[src/rtl/ram_fifo_ctrl_pkg.sv]
// rtl/ram_fifo_ctrl_pkg.sv - shared defaults for the RAM-backed FWFT FIFO
package ram_fifo_ctrl_pkg;

  localparam int DEF_DW    = 8;
  localparam int DEF_DEPTH = 256;

endpackage

[src/rtl/ram_fifo_ctrl_sdcram.sv]
// rtl/ram_fifo_ctrl_sdcram.sv - simple dual-port RAM, registered read port
// Contents are never cleared; the read port returns the word at addr_b one edge later.
module SdcRam #(
  parameter int DW    = 8,
  parameter int WORDS = 256
) (
  input  logic                     clk_a,
  input  logic                     wr_a,
  input  logic [$clog2(WORDS)-1:0] addr_a,
  input  logic [DW-1:0]            din_a,
  input  logic                     clk_b,
  input  logic [$clog2(WORDS)-1:0] addr_b,
  output logic [DW-1:0]            qout_b
);

  logic [DW-1:0] mem [WORDS];

  always_ff @(posedge clk_a) begin
    if (wr_a) begin
      mem[addr_a] <= din_a;
    end
  end

  always_ff @(posedge clk_b) begin
    qout_b <= mem[addr_b];
  end

endmodule

[src/rtl/ram_fifo_ctrl.sv]
// rtl/ram_fifo_ctrl.sv - first-word-fall-through FIFO controller over SdcRam
// count includes the displayed head, so the writer can never reach the head slot.
module ram_fifo_ctrl
  import ram_fifo_ctrl_pkg::*;
#(
  parameter int DW    = DEF_DW,
  parameter int DEPTH = DEF_DEPTH
) (
  input  logic                     clk,
  input  logic                     rst_n,
  input  logic                     in_valid,
  output logic                     in_ready,
  input  logic [DW-1:0]            in_data,
  output logic                     out_valid,
  input  logic                     out_ready,
  output logic [DW-1:0]            out_data,
  output logic [$clog2(DEPTH):0]   count
);

  localparam int AW = $clog2(DEPTH);
  localparam int CW = AW + 1;
  localparam logic [CW-1:0] FULL = CW'(DEPTH);

  logic [AW-1:0] wr_ptr;
  logic [AW-1:0] rd_ptr;
  logic [AW-1:0] addr_b;
  logic [CW-1:0] unfetched;
  logic          push;
  logic          pop;
  logic          fetch;

  assign in_ready  = rst_n & (count != FULL);
  assign push      = in_valid & in_ready;
  assign pop       = out_valid & out_ready;
  assign unfetched = count - CW'(out_valid);
  assign fetch     = (unfetched != '0) & (~out_valid | out_ready);

  // Without a fetch, keep re-reading the head so qout_b stays put during a stall.
  assign addr_b = fetch ? rd_ptr : rd_ptr - AW'(1);

  always_ff @(posedge clk) begin
    if (!rst_n) begin
      wr_ptr    <= '0;
      rd_ptr    <= '0;
      count     <= '0;
      out_valid <= 1'b0;
    end else begin
      if (push) begin
        wr_ptr <= wr_ptr + AW'(1);
      end
      if (fetch) begin
        rd_ptr <= rd_ptr + AW'(1);
      end
      case ({push, pop})
        2'b10:   count <= count + CW'(1);
        2'b01:   count <= count - CW'(1);
        default: count <= count;
      endcase
      if (fetch) begin
        out_valid <= 1'b1;
      end else if (pop) begin
        out_valid <= 1'b0;
      end
    end
  end

  SdcRam #(
    .DW    (DW),
    .WORDS (DEPTH)
  ) u_ram (
    .clk_a  (clk),
    .wr_a   (push),
    .addr_a (wr_ptr),
    .din_a  (in_data),
    .clk_b  (clk),
    .addr_b (addr_b),
    .qout_b (out_data)
  );

endmodule

[config.mk]
export PLATFORM = sky130hd
export DESIGN_NAME = ram_fifo_ctrl
export DESIGN_NICKNAME = d
export VERILOG_FILES = /design/src/rtl/ram_fifo_ctrl_pkg.sv /design/src/rtl/ram_fifo_ctrl_sdcram.sv /design/src/rtl/ram_fifo_ctrl.sv
export SDC_FILE = /design/constraint.sdc
export NUM_CORES = 2
export LEC_CHECK = 0
export CORE_AREA = 3 3 429 431
export DETAILED_ROUTE_END_ITERATION = 8
export DIE_AREA = 0 0 432 434
export PLACE_DENSITY = 0.57
export RECOVER_POWER = 25
export SKIP_LAST_GASP = 1
export SLEW_MARGIN = 20
export SYNTH_ARGS = -nofsm -noshare
export SYNTH_HDL_FRONTEND = slang
export SYNTH_HIERARCHICAL = 1
export SYNTH_SLANG_ARGS = --single-unit
[constraint.sdc]
create_clock -name clk -period 9.9 [get_ports clk]
set_input_delay 2.475 -clock clk [delete_from_list [all_inputs] [get_ports clk]]
set_output_delay 2.475 -clock clk [all_outputs]
set_load 0.03 [all_outputs]
# Word-level counts from Yosys, hierarchy flattened
# Memory sizes are Yosys's and may differ from the RTL's. A register that Yosys moved wholly into a read port is not among the register bits.
# Cells that the tools add are included.
[classes]
addsub = 6
eq_ne = 3
n_mux = 6
n_bitwise = 6
reduce_logical = 3
[op_table]
columns = ["cell", "n"]
rows = [
  ["one-hot mux 9 bit (2 select lines)", 1],
  ["adder 8 x 1 -> 8 bit, second input constant", 2],
  ["adder 9 x 1 -> 9 bit, second input constant", 1],
  ["!= test 9 bit, second input constant", 1],
  ["nonzero test 9 bit", 1],
  ["subtractor 9 x 1 -> 9 bit", 1],
  ["subtractor 9 x 1 -> 9 bit, second input constant", 1],
  ["2-to-1 mux 8 bit", 1],
  ["subtractor 8 x 1 -> 8 bit, second input constant", 1],
  ["bitwise AND 1 bit", 4],
  ["2-to-1 mux 1 bit", 4],
  ["nonzero test 2 bit", 2],
  ["== test 2 x 1 -> 1 bit, second input constant", 1],
  ["== test 2 bit, second input constant", 1],
  ["inverter 1 bit", 1],
  ["bitwise OR 1 bit", 1],
]
[totals]
regBits = 26
ramBits = 2048
inputBits = 12
output_inout_bits = 19
wordCells = 29
mem_count = 1
[memory_table]
columns = ["memory", "words", "width", "read_ports", "rd_clocked_by_memory_dff", "wr", "line_no", "source"]
rows = [
  ["u_ram.mem", 256, 8, 1, 1, 1, "ram_fifo_ctrl_sdcram.sv:16", "logic [DW-1:0] mem [WORDS];"],
]

# Depth between registers and ports, before layout
[depth]
word_depth = 5
ltp_mapped = 17
depth_no_buf = 13

# By module
# Netlist, hierarchy kept.
[modules_own_cells]
columns = ["mod", "n_inst", "cells_each", "area_per_inst_um2", "seq_area_each_um2"]
rows = [
  ["SdcRam", 1, 3733, 79556.3, 61659.1],
  ["ram_fifo_ctrl", 1, 198, 1626.6, 520.5],
]

# Least setup slack after synthesis
# OpenSTA, ideal clock, no wires.
[synth_path]
path_kind = "input -> output"
startpoint = "in rst_n"
endpoint = "out in_ready"
arrival_ps = 3510
t_required_ps = 7425
path_slack_ps = 3915
path_stages = 4
n_path_buf = 2
cell_sequence = "clkbuf_1 inv_1 clkbuf_1 a31oi_1"
[synth_between]
elab_chain_len = 1
[synth_rtl]
columns = ["element", "line_no", "source"]
rows = [
  ["from (decl)", "ram_fifo_ctrl.sv:10", "input logic rst_n,"],
  ["bitwise AND 1 bit", "ram_fifo_ctrl.sv:32", "assign in_ready = rst_n & (count != FULL);"],
  ["to (decl)", "ram_fifo_ctrl.sv:12", "output logic in_ready,"],
]
# No other way between the ends.

# Worst setup path in the final report
[layout_path]
startpoint = "in in_data[1]"
endpoint = "mem u_ram.mem[220][1] (data pin)"
[layout_lines]
columns = ["element", "line_no", "source"]
rows = [
  ["from (decl)", "ram_fifo_ctrl.sv:13", "input logic [DW-1:0] in_data,"],
  ["to (decl)", "ram_fifo_ctrl_sdcram.sv:16", ""],
]
# No word-level cell before the write port.

==> results.ini <==
[timing]
hold_viol_final=0
fmax_mhz=127
fin_crit_ps=7880
fin_crit_sh_pct=79.6
rsz0062_at_grt=false
skew_ps=39.0
setup_tns_ps=0
tightestPinTransition_ps=6610
whs_ps=516
setup_viol=0
max_slew_margin_pct=-341
slew_violations=943

[route]
ant_nets=0
routed_wl_um=205000
drt-initial-drc-count=4199
wl_per_cell_um=31.2
num_vias=39900
viasPerCell=6.09
drc_errors=0
drt-pass1-iter-count=5

[global_route]
grt_use_total_pct=21.8
grt_pass1_wl_um=294000
gr-total-overflow=0
grt_start_max_net_pins=125
antenna_found_initial=3
grt_pass1_vias=39900

[floorplan]
fp.dieH_um=434
core_area_mm2=0.181
rows=156
dieArea_mm2=0.187
io-pin-count=31
start_util_pct=45.0
die_w_um=432

[synthesis]
synth.area.top_cells=edfxtp_1 (76%), mux4_2 (13%), mux2i_1 (1.7%), nor2_1 (1.4%), a22oi_1 (1.2%)
syn_inst=3931
yosysTopAreaCell=edfxtp_1
yosys_most_used_dff=edfxtp_1
synth_area_mm2=0.0812
yosys.area.top_type_share_pct=75.8
synth_edf_count=2048
ys_types=70
async_flop_share_pct=0
syn_avg_cell_area_um2=20.7
ys_ff_latch=2082
synth_fp_nets=3956
ys_warn_count=6
ys_seq_area_share_pct=76.6

[critical_path]
cp-start-kind=primary input
cp_top_family=buffers and inverters
cp_max_fo=124
crit_buf_inv=2
r2r_slack_ps=4180
r2r_start=count[0]$_SDFFE_PN0P_
path_cells=clkbuf_1, buf_4
cp.required_ps=10390
worst_path_max_delay_cell=clkbuf_1
rr_worst_depth=16
arrival_ps=8370
criticalPathCategory=primary input to register
crit_path_end_kind=register
r2r_end=u_ram/qout_b[3]$_DFF_P_
critPathMaxStageDelay_ps=4420

[run_status]
violations=capacitance limit, slew limit
status=complete, but fails checks

[finish]
final_layout_size_suffix_gt1_share_pct=20.5
nets=4035
area_growth_pct=11.4

[clock_network]
cts_resized=0
cts_hold_buf=0
cts.clk_slew.worst_paths_ps=60
htreeDepth=4
post_cts.repair.setup_buffers=0
root_buffer=clkbuf_16
cts_buffer_depth=3
cts_tree=done
cts-buffers-inserted=209
clk-insertion-delay-late_ps=820
cts_sinks=2082

[hold_path]
hold_path_depth=2
hp-class=register to register
hold_path_end=count[3]$_SDFFE_PN0P_
min_from=count[3]$_SDFFE_PN0P_

[place]
hpwl_um=122000
gp_congestion=0.794
port_buffers=30

[power_and_ir_drop]
power.density_mw_per_mm2=366
max-vdd-ir-drop_mv=0.554
p_leak_nw=27.5

[job]
drv_cap=10

## logic make-up (layout without fill, tap and decap cells)
logic type / Yosys count / after routing / share of synthesized area [%]
and+or+nand+nor: 556 / 556 / 3.16
adders and majority gates: 13 / 13 / 0.210
xor gates and xnor gates: 23 / 23 / 0.257
muxes: 595 / 595 / 14.4
other: 0 / 1 / 0
AOI/OAI and AO/OA: 411 / 411 / 3.54
buffers and inverters: 251 / 504 / 1.87
DFF: 2082 / 2082 / 76.6
## cells in the mapped netlist (all sizes together), types with 9 or more instances
master / instances
buf: 123
nor2b: 34
ha: 12
a22oi: 133
and2: 9
xnor2: 9
clkbuf: 119
nor2: 310
o21ai: 21
nand3: 39
xor2: 14
mux4: 456
dfxtp: 34
nand4: 19
o221ai: 47
nand2b: 11
nand2: 47
o211ai: 10
a21oi: 104
a211oi: 18
mux2i: 138
a221oi: 14
nor3: 27
o22ai: 28
edfxtp: 2048
nor4: 30
## cell usage in the layout, fill, tap and decap left out, types with 13 or more instances in the layout
| cell type | n |
|---|---|
| nand2_1 | 47 |
| buf_4 | 58 |
| o22ai_1 | 28 |
| clkinv_2 | 34 |
| mux2i_1 | 137 |
| a211oi_1 | 18 |
| nor3_1 | 27 |
| o221ai_1 | 46 |
| nand3_1 | 36 |
| clkbuf_1 | 66 |
| nor4_1 | 23 |
| nand4_1 | 19 |
| mux4_2 | 454 |
| a22oi_1 | 133 |
| edfxtp_1 | 2048 |
| buf_12 | 15 |
| clkinv_1 | 48 |
| nor2b_1 | 31 |
| nor2_1 | 307 |
| clkdlybuf4s50_1 | 21 |
| clkbuf_16 | 216 |
| o21ai_0 | 19 |
| a21oi_1 | 102 |
| dfxtp_1 | 34 |
| a221oi_1 | 13 |
## where the power goes
| part | total (mW) | switching [mW] | internal [mW] |
|---|---|---|---|
| Sequential | 9.81 | 0.0645 | 9.75 |
| Clock | 7.54 | 3.26 | 4.28 |
| Combinational | 15.8 | 9.14 | 6.63 |
| Total | 33.1 | 12.5 | 20.7 |
## routing by layer
metal | GRT usage, % | vias up | part of all wire (%) | routed length [um]
li1 | - | 16600 | - | -
met1 | 30.9 | 21600 | 42 | 85500
met2 | 35.4 | 1477 | 49 | 100000
met3 | 3.69 | 293 | 6.7 | 13800
met4 | 5.79 | 0 | 2.6 | 5290
met5 | 0 | - | 0 | 0
## flip-flops by register name, indices dropped and copies added (netlist names)
name / cells
out_valid: 1
u_ram/qout_b: 8
count: 9
wr_ptr: 8
u_ram/mem: 2048
rd_ptr: 8
## through the flow
step / cell area, um2 / power [mW] / util (%) / setup slack (ps) / instances
finish: 90400 / 33.1 / 50.1 / 2020 / 6555
global route: 90400 / 34.4 / 50.1 / 1510 / 6554
CTS: 90500 / 33.4 / 50.1 / 2770 / 6553
detailed placement: 84000 / 25.9 / 46.5 / 1900 / 6168
global placement: 84000 / 25.9 / 46.5 / 1860 / 6167
floorplan: 81200 / 21.1 / - / 3910 / 3931
## worst max path at each step
stage                     slack, ps                           to  startpoint  cells after the start
after floorplan                3910                     in_ready       rst_n                      4
after global placement         1860      u_ram/qout_b[3]$_DFF_P_   out_ready                     12
after detailed placement       1900      u_ram/qout_b[3]$_DFF_P_   out_ready                     12
after CTS                      2770      u_ram/qout_b[3]$_DFF_P_   out_ready                     12
after global routing           1510  u_ram/mem[136][4]$_DFFE_PP_  in_data[4]                      2
final                          2020  u_ram/mem[220][1]$_DFFE_PP_  in_data[1]                      2
## layout make-up
type,count,area (um2)
fill,14300,90100
sequential,2082,62200
multi-input combinational,1598,17700
clock buffer,279,5720
tap,2370,2970
timing repair buffer,110,1030
clock inverter,106,805
inverter,9,33.8
antenna,1,2.50
Power figures use the tool's default switching activity.
